**config.mk**
```make
export PLATFORM = sky130hd
export DESIGN_NAME = key_in
export DESIGN_NICKNAME = d
export VERILOG_FILES = /design/src/rtl/key_in.sv
export SDC_FILE = /design/constraint.sdc
export NUM_CORES = 1
export LEC_CHECK = 0
export CAP_MARGIN = 20
export CORE_MARGIN = 5
export CORE_UTILIZATION = 34
export DETAILED_ROUTE_END_ITERATION = 10
export PLACE_DENSITY = 0.54
export SLEW_MARGIN = 20
export SYNTH_ARGS = -nofsm -noshare
export SYNTH_HDL_FRONTEND = slang
export SYNTH_SLANG_ARGS = --single-unit
```
**constraint.sdc**
```tcl
create_clock -name CLK -period 2.4 [get_ports CLK]
set_input_delay 0.24 -clock CLK [delete_from_list [all_inputs] [get_ports CLK]]
set_output_delay 0.24 -clock CLK [all_outputs]
set_load 0.01 [all_outputs]
```
**src/rtl/key_in.sv**
```systemverilog
// key_in: 4x4 keypad row scanner with debounce and single-key decode; define KEY_IN_REPEAT_EN for auto-repeat while held
module key_in #(
  parameter int SCAN_DIV      = 50000,
  parameter int DEB_CYCLES    = 200000,
  parameter int REPEAT_CYCLES = 25000000
) (
  input  logic       CLK,
  input  logic       RESET,
  input  logic [3:0] V,
  output logic [3:0] H,
  output logic       finish,
  output logic [2:0] operator,
  output logic [3:0] key_value,
  output logic       numberflag,
  output logic       opflag
);
  localparam int CW = $clog2((SCAN_DIV > DEB_CYCLES ? SCAN_DIV : DEB_CYCLES) + 1);
  localparam logic [CW-1:0] SCAN_LAST = CW'(SCAN_DIV - 1);
  localparam logic [CW-1:0] DEB_LAST  = CW'(DEB_CYCLES - 1);
  typedef enum logic [1:0] {SCAN, DEBOUNCE, PRESS, HOLD} state_t;
  typedef enum logic [1:0] {K_DIGIT, K_OP, K_FINISH} kind_t;
  state_t state;
  kind_t kind, kind_d;
  logic [1:0] row, col, hit_col;
  logic [3:0] pat, digit_d;
  logic [2:0] op_d;
  logic [CW-1:0] cnt;
  logic col_up, released, drop;
  function automatic logic [3:0] row_drive(input logic [1:0] r);
    return ~(4'b1000 >> r);
  endfunction
  // pick the lowest-index low column and decode the captured row/column into a key
  always_comb begin
    hit_col = !V[3] ? 2'd0 : !V[2] ? 2'd1 : !V[1] ? 2'd2 : 2'd3;
    kind_d  = (col == 2'd3 || (row == 2'd3 && col == 2'd0)) ? K_OP :
              (row == 2'd3 && col == 2'd2) ? K_FINISH : K_DIGIT;
    digit_d = row == 2'd3 ? 4'd0 : {2'b0, row} * 4'd3 + {2'b0, col} + 4'd1;
    op_d    = row == 2'd3 ? (col == 2'd0 ? 3'd4 : 3'd3) : {1'b0, row};
  end
  assign col_up   = V[2'd3 - col];
  assign released = col_up && cnt == DEB_LAST;
`ifdef KEY_IN_REPEAT_EN
  localparam int RW = $clog2(REPEAT_CYCLES + 1);
  localparam logic [RW-1:0] REP_LAST = RW'(REPEAT_CYCLES - 1);
  logic [RW-1:0] rc;
  assign drop = rc == REP_LAST && kind != K_FINISH;
  // hold-time counter driving the periodic one-cycle flag drop
  always_ff @(posedge CLK)
    if (!RESET || state != HOLD) rc <= '0;
    else rc <= rc == REP_LAST ? '0 : rc + 1'b1;
`else
  assign drop = 1'b0;
`endif
  // scan / debounce / press / hold sequencer with registered outputs
  always_ff @(posedge CLK)
    if (!RESET) begin
      state      <= SCAN;
      kind       <= K_DIGIT;
      row        <= 2'd0;
      col        <= 2'd0;
      pat        <= 4'b1111;
      cnt        <= '0;
      H          <= 4'b0111;
      key_value  <= 4'd0;
      operator   <= 3'd0;
      numberflag <= 1'b0;
      opflag     <= 1'b0;
      finish     <= 1'b0;
    end else
      case (state)
        SCAN:
          if (cnt != SCAN_LAST) cnt <= cnt + 1'b1;
          else begin
            cnt <= '0;
            if (V == 4'b1111) begin
              row <= row + 2'd1;
              H   <= row_drive(row + 2'd1);
            end else begin
              pat   <= V;
              col   <= hit_col;
              state <= DEBOUNCE;
            end
          end
        DEBOUNCE: begin
          cnt   <= (V != pat || cnt == DEB_LAST) ? '0 : cnt + 1'b1;
          state <= V != pat ? SCAN : cnt == DEB_LAST ? PRESS : DEBOUNCE;
        end
        PRESS: begin
          kind      <= kind_d;
          key_value <= kind_d == K_DIGIT ? digit_d : key_value;
          operator  <= kind_d == K_OP ? op_d : operator;
          state     <= HOLD;
        end
        default: begin
          cnt        <= (col_up && !released) ? cnt + 1'b1 : '0;
          numberflag <= !released && !drop && kind == K_DIGIT;
          opflag     <= !released && !drop && kind == K_OP;
          finish     <= !released && kind == K_FINISH;
          if (released) begin
            state <= SCAN;
            row   <= row + 2'd1;
            H     <= row_drive(row + 2'd1);
          end
        end
      endcase
endmodule

```
-- Word level (Yosys, flattened, before mapping)
Cells that the tools add are included.
- register bits: 44
- input bits: 6
- output and inout bits: 14
- logic and storage cells: 90
- add/subtract/negate cells: 5
- multipliers: 1
- order comparisons: 1
- equality and inequality tests: 15
- shift operators: 1
- multiplexer cells: 28
- bitwise logic cells: 4
- reductions and logical operators: 23
- operator list (cell ; number):
    $mux 18 ; 3
    $pmux 18 s3 ; 1
    $mux 2 ; 12
    $add 18x1->18 const B ; 1
    $eq 18x18->1 const B ; 1
    $ne 18x16->1 const B ; 1
    $mux 4 ; 4
    $eq 2x2->1 const B ; 5
    $logic_not 2->1 ; 4
    $pmux 4 s2 ; 1
    $logic_and 1x1->1 ; 7
    $eq 2x1->1 const B ; 3
    $mux 3 ; 2
    $ne 2x2->1 const B ; 3
    $pmux 2 s3 ; 1
    $reduce_and 3->1 ; 2
    $add 4x1->4 const B ; 1
    $add 4x2->4 ; 1
    $eq 4x4->1 const B ; 1
    $mul 2x2->4 const B ; 1
    $ne 4x4->1 ; 1
    $not 4->4 ; 1
    $pmux 2 s2 ; 1
    $reduce_and 2->1 ; 2
    14 further kinds ; 18

-- Longest topological paths before layout
- depth in word-level cells: 8
- gate-level depth with buffers: 8
- mapped depth without buffers: 8

-- Least setup slack after synthesis
No wires, ideal clock.
- path kind: register to register
- from: register cnt[12]
- to: register state[1]
- setup time: 70 ps
- arrival time: 1998 ps
- required time: 2330 ps
- path slack: 332 ps
- stages on the path, launching flop included: 7
- path buffers: 0
- clock period less this slack: 2068 ps
- path through: dfxtp_1 or4b_4 nor3_2 nand3_2 a22o_1 or4_1 a21oi_1
- cells in the longest elaborated chain, start to end: 4
- elaborated cells between the ends (all ways): 9
- those cells by class: eq/ne: 3; mux: 3; reduce/logical: 3
- ends and longest elaborated chain (what ; line ; text):
    from (decl) ; 27 ; logic [CW-1:0] cnt;
    from (signal assigned) ; 72 ; if (cnt != SCAN_LAST) cnt <= cnt + 1'b1;
    from (signal assigned) ; 85 ; cnt <= (V != pat || cnt == DEB_LAST) ? '0 : cnt + 1'b1;
    from (signal assigned) ; 95 ; cnt <= (col_up && !released) ? cnt + 1'b1 : '0;
    $eq 18x18->1 ; 41, 86 ;
    $mux 2 / $logic_and 1x1->1 (equally long branches) ; 86, 41 ;
    $mux 2 / $reduce_bool 4->1 (equally long branches) ; - ;
    $pmux 2 s3 / $reduce_and 3->1 (equally long branches) ; - ;
    to (signal assigned) ; 86 ; state <= V != pat ? SCAN : cnt == DEB_LAST ? PRESS : DEBOUNCE;
    to (decl) ; 22 ; state_t state;
Parallel ways exist; a longest one is shown, timed or not.
A chain may end at the register's enable or synchronous reset.

-- Final worst setup path
- from: register cnt[7]
- to: register state[1]
Same word-level chain as after synthesis.

==> results.tsv <==
metric	value	unit
outcome	finished, final reports clean	
overflow	0	
dpl.hpwl	3.80	mm
min_period	2.21	ns
finalHoldViolations	0	
dp_slack	0.106	ns
antenna_found_initial	0	
synthTopCellsByCount	dfxtp_1, nor2_1, nand2_1	
antenna_left	0	
cts_buffers	5	
ys.flop_type	dfxtp_1	
synth_cell_types	47	
hold_start	finish$_SDFFE_PN0N_	
p_leak	0.00103	uW
tns	0	ns
root_buffer	clkbuf_8	
arrival	2.46	ns
post_cts_buffers	0	
async_reset_ff_share	0	%
fill_cells	705	
grt_first_pass_wirelength	9.07	mm
drt_iter0_markers	73	
final_cells	396	
yosysSeqAreaShare	37.5	%
drive_gt1_share	12.3	%
viasPerCell	5.08	
required	2.65	ns
multiInputGateArea	1380	sq um
syn_nets	301	
first_pass_iters	4	
cts_buffer_depth	2	
grt_max_degree	25	
die_y	93.1	um
routed_wl	5.38	mm
crit_path_start_kind	flop	
p_per_area	507	nW/um^2
synth_area_leaders	dfxtp_1, ha_1, nor2_1	
peakVddDrop	232	uV
slew_headroom	71.6	%
tightest_slew	0.426	ns
final.setup_skew	0.00932	ns
initial_core_util	34.8	%
cts_tree	yes	
cts_hold_buffers	0	
cts_sinks	44	
yosys_warnings	0	
synth_seq_cells	44	
diodes	0	
syn-instance-count	281	
grt.total_usage	13.0	%
dp_cells	388	
core	6760	sq um
row_count	30	
clock_latency	0.31	ns
vias	2013	
setup_viol	0	
setup_slack	0.186	ns
nNetsFinal	335	
yosysTopAreaCell	dfxtp_1	
drc	0	
port_buffers	19	
max_freq	452	MHz
hold_path_class	reg2reg	
syn_avg_cell_area	8.36	sq um
clkTransAtPathRegs	0.10	ns
yosysMostFrequentCell	dfxtp_1	
syn_to_final_growth	22.0	%
cp_max_fo	5	
rsz0062_at_grt	no	
finalCoreUtilization	42.4	%
wl_per_cell	13.6	um
htreeDepth	2	
synth_edf_count	0	
die_area	8670	sq um
criticalPathCategory	reg2reg	
end_kind	flop	
die_x	93.1	um
critPathLaunch	cnt[7]$_SDFFE_PN0N_	
grt_pass1_vias	1913	
power	1450	uW
place.gp.congestion	0.767	
drv_cap	0	
syn-cell-area	2350	sq um
layout.area.seq	881	sq um
timing.rr.start	cnt[7]$_SDFFE_PN0N_	
final.period_utilization	92.3	%
finalMaxSlewViolations	0	
yosys.area.top_type_share	37.5	%
pin_count	20	
## worst paths after layout
| path | end | slack, ns | cells after the start |
|---|---|---|---|
| setup / recovery | state[1]$_SDFFE_PN0P_ | 0.19 | 6 |
| hold / removal | finish$_SDFFE_PN0N_ | 0.48 | 2 |
| setup reg to reg | state[1]$_SDFFE_PN0P_ | 0.19 | 6 |
| hold reg to reg | finish$_SDFFE_PN0N_ | 0.48 | 2 |
## per-stage QoR
stage	hold WS [ns]	area [sq um]
6_report	0.482	2870
5_1_grt	0.492	2870
4_1_cts	0.485	2860
3_5_place_dp	0.466	2740
3_3_place_gp	0.455	2740
2_1_floorplan	0.365	2350
## cell usage in the layout (no fill, tap or decap), types with 5 or more instances in the layout
cell / instances
a21oi_1: 18
and2_1: 5
buf_4: 15
clkbuf_8: 5
clkdlybuf4s50_1: 19
dfxtp_1: 44
ha_1: 12
inv_1: 18
nand2_1: 27
nand3_1: 11
nand4_1: 8
nor2_1: 34
nor3_1: 14
o21ai_0: 10
xnor2_1: 9
xor2_1: 7
## state kept, by name, indices dropped and copies added (netlist names)
name and flops:
pat 4, finish 1, kind 2, opflag 1, numberflag 1, key_value 4
col 2, cnt 18, operator 3, row 2, state 2, H 4
## final cells by class
| cell class | instances | share of cell area, % |
|---|---|---|
| clock inverters | 3 | 1.61 |
| flip-flops and latches | 44 | 30.7 |
| multi-input cells | 211 | 48.2 |
| inverters | 18 | 2.36 |
| well taps | 80 | 3.49 |
| clock buffers | 5 | 2.40 |
| repair buffers | 35 | 11.3 |
## kinds of logic (layout without fill, tap and decap cells)
group,count (synthesis),count (layout),synth area share (%)
multiplexers,5,5,2.66
adder cells (fa/ha/maj),14,14,8.09
AND/OR/NAND/NOR,129,129,29.0
AO/OA/AOI/OAI,47,47,12.7
buffers and inverters,26,61,4.15
XOR/XNOR,16,16,5.96
flip-flops,44,44,37.5
## what timing repair did
action / CTS / global route
endpoints found under the setup margin: 0 / 4
gates resized for setup: 0 / 2
hold endpoints to repair: 0 / 0
## critical path, stage by stage, from the launching register on
cell and delay [ns]:
dfxtp_1 0.35, or4b_4 0.59, nor3_2 0.22, nand3_2 0.12, a22o_1 0.26, or4_1 0.47, a21oi_1 0.14
## layer usage
layer,up-vias,wire length [um],GRT usage [%]
met5,-,0,0
met4,0,72,4.27
met3,10,180,2.98
met2,30,2340,19.7
met1,918,2790,18.1
li1,1055,-,-
## where the power goes
group	switching [uW]	total (uW)	internal [uW]
Combinational	55.5	109	53.2
Clock	284	598	314
Sequential	8.66	748	739
No activity file was read; power rests on OpenSTA's default activity.
